[src/rtl/arb_2m1s.sv]
// Two-master, one-slave MemSplit32 arbiter: round-robin grant with lock-until-ack,
// plus an in-order read ID FIFO that steers each slave response back to its issuer.
module arb_2m1s #(
    parameter int RD_DEPTH = 4,
    parameter bit M0_FIRST = 1'b1
) (
    input  logic        clk_i,
    input  logic        rst_ni,
    input  logic        m0_req,
    input  logic        m0_we,
    input  logic [31:0] m0_addr,
    input  logic [3:0]  m0_be,
    input  logic [31:0] m0_wdata,
    output logic        m0_ack,
    output logic        m0_resp,
    output logic [31:0] m0_rdata,
    input  logic        m1_req,
    input  logic        m1_we,
    input  logic [31:0] m1_addr,
    input  logic [3:0]  m1_be,
    input  logic [31:0] m1_wdata,
    output logic        m1_ack,
    output logic        m1_resp,
    output logic [31:0] m1_rdata,
    output logic        s_req,
    output logic        s_we,
    output logic [31:0] s_addr,
    output logic [3:0]  s_be,
    output logic [31:0] s_wdata,
    input  logic        s_ack,
    input  logic        s_resp,
    input  logic [31:0] s_rdata
);

    // state      | meaning
    // ST_IDLE    | no grant pending, arbitrate freely
    // ST_HOLD_M0 | m0 presented to slave but not yet acked
    // ST_HOLD_M1 | m1 presented to slave but not yet acked
    typedef enum logic [1:0] {ST_IDLE, ST_HOLD_M0, ST_HOLD_M1} state_t;

    localparam int          PW   = (RD_DEPTH > 1) ? $clog2(RD_DEPTH) : 1;
    localparam logic [PW:0] FULL = (PW + 1)'(RD_DEPTH);

    state_t          state;
    state_t          state_nxt;
    logic            prio;
    logic            sel_vld;
    logic            sel_id;
    logic            sel_we;
    logic            stall;
    logic            xfer;
    logic            push;
    logic            pop;
    logic            head_id;
    logic            head_vld;
    logic [PW-1:0]   wr_ptr;
    logic [PW-1:0]   rd_ptr;
    logic [PW:0]     count;
    logic            id_mem [RD_DEPTH];

    always_comb begin
        sel_vld = 1'b0;
        sel_id  = 1'b0;
        case (state)
            ST_HOLD_M0: begin
                sel_vld = 1'b1;
                sel_id  = 1'b0;
            end
            ST_HOLD_M1: begin
                sel_vld = 1'b1;
                sel_id  = 1'b1;
            end
            default: begin
                if (m0_req && m1_req) begin
                    sel_vld = 1'b1;
                    sel_id  = prio;
                end else if (m0_req) begin
                    sel_vld = 1'b1;
                    sel_id  = 1'b0;
                end else if (m1_req) begin
                    sel_vld = 1'b1;
                    sel_id  = 1'b1;
                end
            end
        endcase
    end

    // Stall looks at the registered count only, so a pop in this cycle frees a slot next cycle.
    assign sel_we   = sel_id ? m1_we : m0_we;
    assign stall    = sel_vld && !sel_we && (count == FULL);
    assign xfer     = s_req && s_ack;
    assign push     = xfer && !sel_we;
    assign head_vld = (count != '0);
    assign head_id  = id_mem[rd_ptr];
    assign pop      = s_resp && head_vld;

    always_ff @(posedge clk_i) begin
        if (!rst_ni) begin
            state  <= ST_IDLE;
            prio   <= ~M0_FIRST;
            wr_ptr <= '0;
            rd_ptr <= '0;
            count  <= '0;
        end else begin
            state <= state_nxt;
            if (xfer) prio <= ~sel_id;
            if (push) wr_ptr <= wr_ptr + 1'b1;
            if (pop)  rd_ptr <= rd_ptr + 1'b1;
            case ({push, pop})
                2'b10:   count <= count + 1'b1;
                2'b01:   count <= count - 1'b1;
                default: count <= count;
            endcase
        end
    end

    always_ff @(posedge clk_i) begin
        if (push) id_mem[wr_ptr] <= sel_id;
    end

    always_comb begin
        state_nxt = state;
        if (s_req) begin
            if (s_ack)       state_nxt = ST_IDLE;
            else if (sel_id) state_nxt = ST_HOLD_M1;
            else             state_nxt = ST_HOLD_M0;
        end
    end

    always_comb begin
        s_req    = 1'b0;
        s_we     = 1'b0;
        s_addr   = '0;
        s_be     = '0;
        s_wdata  = '0;
        m0_ack   = 1'b0;
        m1_ack   = 1'b0;
        m0_resp  = 1'b0;
        m1_resp  = 1'b0;
        m0_rdata = '0;
        m1_rdata = '0;
        if (rst_ni && sel_vld && !stall) begin
            s_req   = 1'b1;
            s_we    = sel_we;
            s_addr  = sel_id ? m1_addr  : m0_addr;
            s_be    = sel_id ? m1_be    : m0_be;
            s_wdata = sel_id ? m1_wdata : m0_wdata;
            m0_ack  = !sel_id && s_ack;
            m1_ack  = sel_id && s_ack;
        end
        if (rst_ni && pop) begin
            if (head_id) begin
                m1_resp  = 1'b1;
                m1_rdata = s_rdata;
            end else begin
                m0_resp  = 1'b1;
                m0_rdata = s_rdata;
            end
        end
    end

    // A response with nothing outstanding has no owner and is dropped.
    always_ff @(posedge clk_i) begin
        if (rst_ni && s_resp) begin
            assert (head_vld) else $warning("arb_2m1s: spurious slave response dropped");
        end
    end

endmodule

[config.mk]
export PLATFORM = sky130hd
export DESIGN_NAME = arb_2m1s
export DESIGN_NICKNAME = d
export VERILOG_FILES = /design/src/rtl/arb_2m1s.sv
export SDC_FILE = /design/constraint.sdc
export NUM_CORES = 1
export LEC_CHECK = 0
export ABC_AREA = 0
export ABC_CLOCK_PERIOD_IN_PS = 6200
export BUFFER_PORTS_ARGS = -buffer_cell sky130_fd_sc_hd__buf_2
export CELL_PAD_IN_SITES_DETAIL_PLACEMENT = 0
export CELL_PAD_IN_SITES_GLOBAL_PLACEMENT = 2
export CORE_UTILIZATION = 13
export DETAILED_ROUTE_END_ITERATION = 10
export GPL_ROUTABILITY_DRIVEN = 0
export PLACE_DENSITY_LB_ADDON = 0.05
export SLEW_MARGIN = 0
export SYNTH_ARGS = -nofsm -noshare
export SYNTH_HDL_FRONTEND = slang
export SYNTH_SLANG_ARGS = --single-unit
[constraint.sdc]
create_clock -name clk_i -period 6.2 [get_ports clk_i]
set_clock_uncertainty 0.15 [all_clocks]
set_input_delay 0.62 -clock clk_i [delete_from_list [all_inputs] [get_ports clk_i]]
set_output_delay 0.62 -clock clk_i [all_outputs]
set_load 0.005 [all_outputs]
# [Word-level counts from Yosys, hierarchy flattened]
# Memories as Yosys holds them, arrays and structs flattened. A register that Yosys moved wholly into a read port is not among the register bits.
# Cells that the tools add are included.
# W data, S select, Z words.
[word_totals] ff_bits=10 ramBits=4 in_bits=176 out_inout_bits=138 word_cells=66 memories=1
[classes] n_addsub=4 n_eq_ne=5 n_mux=33 bitwise_logic=1 reduce_logical=17
[mem_list] memory="id_mem" depth=4 word_bits=1 rd=1 rd_ports_with_merged_regs=1 wr=1 line="59" source="logic id_mem [RD_DEPTH];"
[ops] operator="$mux W32" count=8
[ops] operator="$mux W1" count=17
[ops] operator="$logic_and A1 B1 Y1" count=11
[ops] operator="$mux W2" count=4
[ops] operator="$mux W4" count=2
[ops] operator="$pmux W3 S2" count=1
[ops] operator="$add A2 B1 Y2 const B" count=2
[ops] operator="$eq A2 B1 Y1 const B" count=2
[ops] operator="$eq A2 B2 Y1 const B" count=2
[ops] operator="$add A3 B1 Y3 const B" count=1
[ops] operator="$eq A3 B3 Y1 const B" count=1
[ops] operator="$logic_not A1 Y1" count=3
[ops] operator="$reduce_bool A3 Y1" count=1
[ops] operator="$sub A3 B1 Y3 const B" count=1
[ops] operator="$pmux W1 S2" count=1
[ops] operator="$reduce_bool A2 Y1" count=1
[ops] operator="$reduce_or A2 Y1" count=1
[ops] operator="$not A1 Y1" count=1

# [Longest topological paths before layout]
# Gate-level depths: netlist (run 1).
[depth] ltp_word=15 mapped_depth=13 ltp_nobuf=12

# [Worst setup path before layout (run 1)]
# OpenSTA, ideal clock, no wires.
[synth_path] path_kind="in2reg" start="input port m1_req" end="register count[2]" setup_time_ps=76 arrival_ps=2696 required_ps=5974 path_slack_ps=3279 cell_stages=10 n_path_buf=0 path_cell_list="or3b_2 -> and4_1 -> o211a_1 -> inv_1 -> ha_1 -> inv_1 -> fa_1 -> xor2_1 -> or3_1 -> a21boi_0"
[synth_between] elab_chain_len=15
[synth_lines] item="start, declared" line="17" source="input logic m1_req,"
[synth_lines] item="$mux W1" line="80" source="end else if (m1_req) begin"
[synth_lines] item="$mux W1" line="77" source="end else if (m0_req) begin"
[synth_lines] item="$mux W1" line="74" source="if (m0_req && m1_req) begin"
[synth_lines] item="$pmux W1 S2" line="64" source="case (state)"
[synth_lines] item="$mux W1" line="89" source="assign sel_we = sel_id ? m1_we : m0_we;"
[synth_lines] item="$logic_not A1 Y1" line="90, 92"
[synth_lines] item="$logic_and A1 B1 Y1 (2 in series)" line="90" source="assign stall = sel_vld && !sel_we && (count == FULL);"
[synth_lines] item="$logic_not A1 Y1" line="142" source="if (rst_ni && sel_vld && !stall) begin"
[synth_lines] item="$logic_and A1 B1 Y1" line="142"
[synth_lines] item="$mux W1" line="142"
[synth_lines] item="$logic_and A1 B1 Y1" line="91" source="assign xfer = s_req && s_ack;"
[synth_lines] item="$logic_and A1 B1 Y1 (*)" line="92" source="assign push = xfer && !sel_we;"
[synth_lines] item="$eq A2 B1 Y1 or $eq A2 B2 Y1 (tied branches)" line="109" source="case ({push, pop})"
[synth_lines] item="$pmux W3 S2 or $reduce_bool A2 Y1 (tied branches)"
[synth_lines] item="end signal, assigned" line="110" source="2'b10: count <= count + 1'b1;"
[synth_lines] item="end signal, assigned" line="111" source="2'b01: count <= count - 1'b1;"
[synth_lines] item="end signal, assigned" line="112" source="default: count <= count;"
[synth_lines] item="end, declared" line="58" source="logic [PW:0] count;"
# Mark *: on every way between the ends. The rest lies on a longest branch, timed or not.
# A chain may end at the register's enable or synchronous reset.

# [Worst setup path in the final report (run 1)]
[layout_path] start="register state[0]" end="output port s_wdata[29]"
[layout_between] elab_chain_len=9
[layout_lines] item="start, declared" line="44" source="state_t state;"
[layout_lines] item="start signal, assigned" line="105" source="state <= state_nxt;"
[layout_lines] item="$eq A2 B2 Y1 or $eq A2 B1 Y1 (tied branches)" line="64"
[layout_lines] item="$pmux W1 S2" line="64"
[layout_lines] item="$mux W1" line="89"
[layout_lines] item="$logic_not A1 Y1" line="90"
[layout_lines] item="$logic_and A1 B1 Y1 (2 in series)" line="90"
[layout_lines] item="$logic_not A1 Y1" line="142"
[layout_lines] item="$logic_and A1 B1 Y1" line="142"
[layout_lines] item="$mux W32 (*)" line="142"
[layout_lines] item="end, declared" line="29" source="output logic [31:0] s_wdata,"
# Marks and branches as above.

==> summary.md, run 1 <==
| Metric | Value |
|---|---|
| Leak Pwr | 2.443 nW |
| Height of the chip | 135.2 microns |
| Die width | 135.2 microns |
| Final period utilization | 0.5863 |
| DR WL/cell | 13.35 microns |
| CP max-delay cell | inv_2 |
| CTS Buf Count | 3 |
| Fill cells | 2057 |
| Number of antenna diodes | 0 |
| Outcome | finished clean |
| Gr ovfl total | 0 |
| Met1 Use GR | 0.1266 |
| CTS H-tree depth | 1 |
| Initial DRC Count | 91 |
| Cells after Synth | 391 |
| GRT met2 Usage | 0.2467 |
| Met3 GRT Util | 0.02207 |
| Crit-path max FO | 48 |
| Clock sink count | 16 |
| Worst ir drop on vdd | 0.07420 mV |
| Antenna Nets Post-Route | 0 |
| Clock Path Buffers | 2 |
| Hold slack | 309.3 ps |
| Final Cell Area | 0.004130 sq mm |
| Crit path kind | reg2out |
| Worst path required time | 5430 ps |
| Critical-path cell list | inv_1 -> ha_1 -> nand2b_1 -> o21a_2 -> inv_2 -> buf_4 -> nand2_1 -> a21oi_1 -> buf_2 |
| Worst EP arrival | 2860 ps |
| Count of cell types in the netlist | 38 |
| Setup WS post-layout | 2565 ps |
| Total negative slack | 0 ps |
| Endpoints failing hold | 0 |
| Initial antenna violation count | 0 |
| Final setup fails | 0 |
| Clk root buf | clkbuf_16 |
| Syn Std Cell Area | 0.002305 sq mm |
| Final Max Tran Viols | 0 |
| Buffers on Ports | 313 |
| Synth area leaders | nand2_1 24%, and2_1 20%, a21oi_1 15% |
| Startpoint Class | flip-flop |
| Worst Hold Class | reg2reg |
| Total die area | 0.01827 sq mm |
| Max Cap Violations | 0 |
| CTS tree | yes |
| RSZ-0062 raised after global routing | false |
| Worst slew pin tran | 898.3 ps |
| # DRC | 0 |
| Yosys warning count | 0 |
| Initial Util | 0.1332 |
| Syn nets | 574 |
| Clock latency on the worst-skew pair | 240 ps |
| TritonRoute pass-1 iters | 4 |
| CP max stage delay | 670 ps |
| Mean Syn Cell Area | 5.894 sq um |
| Vias in the first global route | 3259 |
| Yosys top cell area share | 0.2410 |
| R2r setup slk | 3040 ps |
| Post-DP HPWL | 9713 microns |
| Relative slew margins | 0.4011 |
| Clk slew on worst S/H paths | 50 ps |
| Largest net degree at the start of global routing | 63 |
| Endpoint class of the critical path | output port |
| Resized cells post-CTS | 0 |
| Synth-to-Final Area Change | 79.21% |
| Pwr dens | 160.9 mW/mm^2 |
| I/O Pins | 314 |
| Post-synth top area cell | nand2_1 |
| Cell Area, Placed | 0.004041 sq mm |
| Vias per inst | 3.902 |
| Layout Nets | 867 |
| Fmax | 275.1 MHz |
| Tot GR Track Use | 0.1205 |
| Share of layout cells above drive strength 1 | 0.4788 |
| CORE AREA | 0.01730 sq mm |
| Global-route wire length before repair | 17540 microns |
| Pre-CTS setup slack | 2648 ps |
| Hold Buf Count CTS | 0 |
| Cell Rows | 48 |
| Count of state elements after synthesis | 16 |
| Setup Buffers After CTS | 0 |
| Register area share after synthesis | 0.1564 |
| GR peak layer | met2 |
| DRT Wirelength | 12120 microns |
| Post-layout min period | 3635 ps |
| Final Power | 0.6644 mW |
| Vias | 3543 |
## critical path: cells and delay by family, from the launching register on
| family | cells | cell delay, ps |
|---|---|---|
| DFF | 1 | 320 |
| adders and majority gates | 1 | 310 |
| and+or+nand+nor | 2 | 290 |
| AOI/OAI and AO/OA | 2 | 390 |
| buffers and inverters | 4 | 1280 |
## through the flow
stage                     cells    util
after floorplan             391       -
after global placement      904  0.2337
after detailed placement    904  0.2337
after CTS                   908  0.2388
after global routing        908  0.2388
final                       908  0.2388
## logic make-up after synthesis
family / share of synthesized area
flip-flops: 0.1564
XOR/XNOR: 0.01520
multiplexers: 0.02714
AO/OA/AOI/OAI: 0.1911
adder cells (fa/ha/maj): 0.04126
buffers and inverters: 0.07980
AND/OR/NAND/NOR: 0.4891
## layout make-up
| cell class | instances | area, sq um | area share |
|---|---|---|---|
| clock buffers | 4 | 88.84 | 0.02151 |
| flip-flops and latches | 16 | 360.3 | 0.08725 |
| inverters | 11 | 41.29 | 0.009997 |
| well taps | 225 | 281.5 | 0.06816 |
| multi-input cells | 335 | 1762 | 0.4265 |
| repair buffers | 317 | 1597 | 0.3865 |
## path summary, 6_finish.rpt
path,start,endpoint,cells after the start
min,state[0],state[0],2
max reg2reg,state[0],count[2],12
max,state[0],s_wdata[29],9
min reg2reg,state[0],state[0],2
## placed cells by master, fill, tap and decap left out, types with 3 or more instances in the layout
cell         n
mux2i_1      4
buf_2      313
buf_4        4
and2_1      75
inv_1       10
nand2b_1     4
edfxtp_1     4
ha_1         6
a21oi_1     69
clkbuf_16    3
nand2_1    148
dfxtp_1     12
## Yosys cell counts
cell type  number
nor2b_1         1
and3_1          1
inv_1          10
clkbuf_1        6
ha_1            6
a31oi_1         1
fa_1            1
o211ai_1        2
mux4_2          1
nor4b_1         1
nand3_1         1
or2_2           1
a21boi_0        1
a21oi_1        69
buf_2          21
buf_1           1
dfxtp_1        12
edfxtp_1        4
o21a_1          1
and2_1         75
o211ai_4        1
o31a_1          1
o21ai_0         2
nand2b_1        4
mux2i_1         4
o211a_1         1
o2bb2ai_1       1
nor3_1          1
inv_2           1
nor2_1          2
or3b_2          1
or3_1           1
and4_1          1
xnor2_1         2
or3b_1          1
nand2_1       148
buf_6           1
xor2_1          2
## where the power goes
group          internal, mW  switching, mW  leakage (nW)
Combinational         0.176          0.208          2.26
Clock                0.0980         0.0405        0.0442
Sequential            0.125         0.0163         0.135
## layer usage
layer	wire, microns	share of wire
met1	4543	0.37
met5	0	0
met2	6523	0.54
met3	1012	0.083
met4	40	0.0033
Power figures use the tool's default switching activity.
==> inputs of run 2 (changes only) <==
--- a/config.mk
+++ b/config.mk
@@ -6,11 +6,11 @@
 export NUM_CORES = 1
 export LEC_CHECK = 0
 export ABC_AREA = 0
-export ABC_CLOCK_PERIOD_IN_PS = 6200
+export ABC_CLOCK_PERIOD_IN_PS = 3400
 export BUFFER_PORTS_ARGS = -buffer_cell sky130_fd_sc_hd__buf_2
 export CELL_PAD_IN_SITES_DETAIL_PLACEMENT = 0
 export CELL_PAD_IN_SITES_GLOBAL_PLACEMENT = 2
-export CORE_UTILIZATION = 13
+export CORE_UTILIZATION = 12
 export DETAILED_ROUTE_END_ITERATION = 10
 export GPL_ROUTABILITY_DRIVEN = 0
 export PLACE_DENSITY_LB_ADDON = 0.05
==> constraint.sdc (replaced) <==
create_clock -name clk_i -period 3.4 [get_ports clk_i]
set_clock_uncertainty 0.15 [all_clocks]
set_input_delay 0.34 -clock clk_i [delete_from_list [all_inputs] [get_ports clk_i]]
set_output_delay 0.34 -clock clk_i [all_outputs]
set_load 0.005 [all_outputs]
==> run 2 against run 1 <==
Against the previous run: sequential power increased by 80%; non-clock buffer count increased by 3; combinational power increased by 87%; hold slack got worse by 13 ps; global-route usage decreased by 0.65 points; sequential share of layout area decreased by 0.12 points.
==> summary.md, run 2 (synthesized netlist as in run 1, its figures left out) <==
| Metric | Value |
|---|---|
| DR WL/cell | 13.11 microns |
| Crit path kind | reg2reg |
| Endpoints failing hold | 0 |
| Worst setup path start | state[0] |
| Setup Buffers After CTS | 0 |
| Pwr dens | 292.2 mW/mm^2 |
| Max Cap Violations | 0 |
| CTS H-tree depth | 1 |
| Vias in the first global route | 3319 |
| Share of layout cells above drive strength 1 | 0.4810 |
| Most common cell after layout, fill and taps aside | buf_2 |
| Worst path required time | 3420 ps |
| Number of antenna diodes | 0 |
| RSZ-0062 raised after global routing | false |
| Vias | 3554 |
| Worst Hold Class | in2reg |
| CTS Buf Count | 3 |
| Layout Nets | 870 |
| CTS tree | yes |
| Worst slew pin tran | 581.2 ps |
| Hold Buf Count CTS | 0 |
| Fmax | 325.4 MHz |
| Post-layout min period | 3073 ps |
| Final Power | 1.224 mW |
| Clock latency on the worst-skew pair | 240 ps |
| CP top delay family | simple AND/OR/NAND/NOR gates |
| Critical-path cell list | inv_1 -> ha_1 -> or3b_2 -> and4_1 -> o211a_1 -> inv_1 -> ha_1 -> inv_1 -> fa_1 -> xor2_1 -> or3_1 -> a21boi_0 |
| CORE AREA | 0.01877 sq mm |
| Crit-path max FO | 5 |
| Non-Filler Instances | 920 |
| Tot GR Track Use | 0.1141 |
| Leak Pwr | 2.466 nW |
| Crit-path most repeated cell | inv_1 |
| Antenna Nets Post-Route | 0 |
| Total die area | 0.01976 sq mm |
| DRT Wirelength | 12060 microns |
| Clock Path Buffers | 2 |
| Startpoint Class | flip-flop |
| Fill cells | 2198 |
| Initial DRC Count | 83 |
| Buffers on Ports | 313 |
| Pre-CTS setup slack | 332.5 ps |
| TritonRoute pass-1 iters | 4 |
| CP max stage delay | 470 ps |
| CP max-delay cell | or3b_2 |
| I/O Pins | 314 |
| Synth-to-Final Area Change | 81.76% |
| Gr ovfl total | 0 |
| Final setup fails | 0 |
| Global-route wire length before repair | 17880 microns |
| Final Max Tran Viols | 0 |
| Die width | 140.6 microns |
| Setup WS post-layout | 327.3 ps |
| Commonest non-fill, non-tap cells in the layout | 313 x buf_2, 148 x nand2_1, 75 x and2_1 |
| Resized cells post-CTS | 0 |
| Initial Util | 0.1228 |
| Post-placement cell count | 916 |
| Post-DP HPWL | 9639 microns |
| Initial antenna violation count | 0 |
| Clk slew on worst S/H paths | 50 ps |
| Clk root buf | clkbuf_16 |
| Vias per inst | 3.863 |
| Reg area | 360.3 sq um |
| Relative slew margins | 0.6071 |
| Area occupied by multi-input gates | 0.001762 sq mm |
| Total negative slack | 0 ps |
| Final Util | 0.2232 |
| Clock sink count | 16 |
| # DRC | 0 |
| Worst r2r src | state[0] |
| Worst Hold Launch | s_ack |
| Largest net degree at the start of global routing | 65 |
| Height of the chip | 140.6 microns |
| Outcome | finished clean |
| Final period utilization | 0.9037 |
| Worst EP arrival | 3090 ps |
| Cell Rows | 50 |
| R2r setup slk | 330 ps |
| Buffer and inverter count on the worst path | 3 |
| Endpoint class of the critical path | flip-flop |
| Worst ir drop on vdd | 0.1323 mV |
[run 2: cell types whose count changed in the layout (fill, tap and decap cells not counted)]
cell / before / now
buf_4: 4 / 5
buf_12: 0 / 2
[run 2: report_power, final]
part           internal [mW]  leakage, nW  switching (mW)
Combinational          0.333         2.29           0.384
Clock                  0.179       0.0442          0.0733
Sequential             0.229        0.135          0.0262
Total                  0.740         2.47           0.484
[run 2: final timing paths]
check                           cells after the start        to
worst max register to register                     12  count[2]
worst min-delay path                                3  state[1]
worst min register to register                      2  state[0]
worst max-delay path                               12  count[2]
[run 2: stage by stage]
stage	area (sq um)	hold WS, ps
after floorplan	2305	288.0
after CTS	4189	297.7
after global placement	4100	308.1
after global routing	4189	321.5
after detailed placement	4100	304.0
final	4189	296.3
[run 2: area by class of cell]
cell class	instances	area share
clock buffer	4	0.02121
tap	234	0.06989
inverter	11	0.009857
sequential	16	0.08602
multi-input combinational	335	0.4205
timing repair buffer	320	0.3925
[run 2: metal layers]
metal,GRT usage,routed length [microns],vias up
met5,0,0,-
met4,0.02059,116,0
met3,0.02140,968,8
met2,0.2358,6513,177
met1,0.1180,4461,1535
li1,-,-,1834
[run 2: worst reg2reg max path: cells and delay by family (launching register included)]
family,cells,cell delay (ps)
AOI/OAI and AO/OA,2,300
xor gates and xnor gates,1,150
DFF,1,320
and+or+nand+nor,3,980
adders and majority gates,3,870
buffers and inverters,3,240
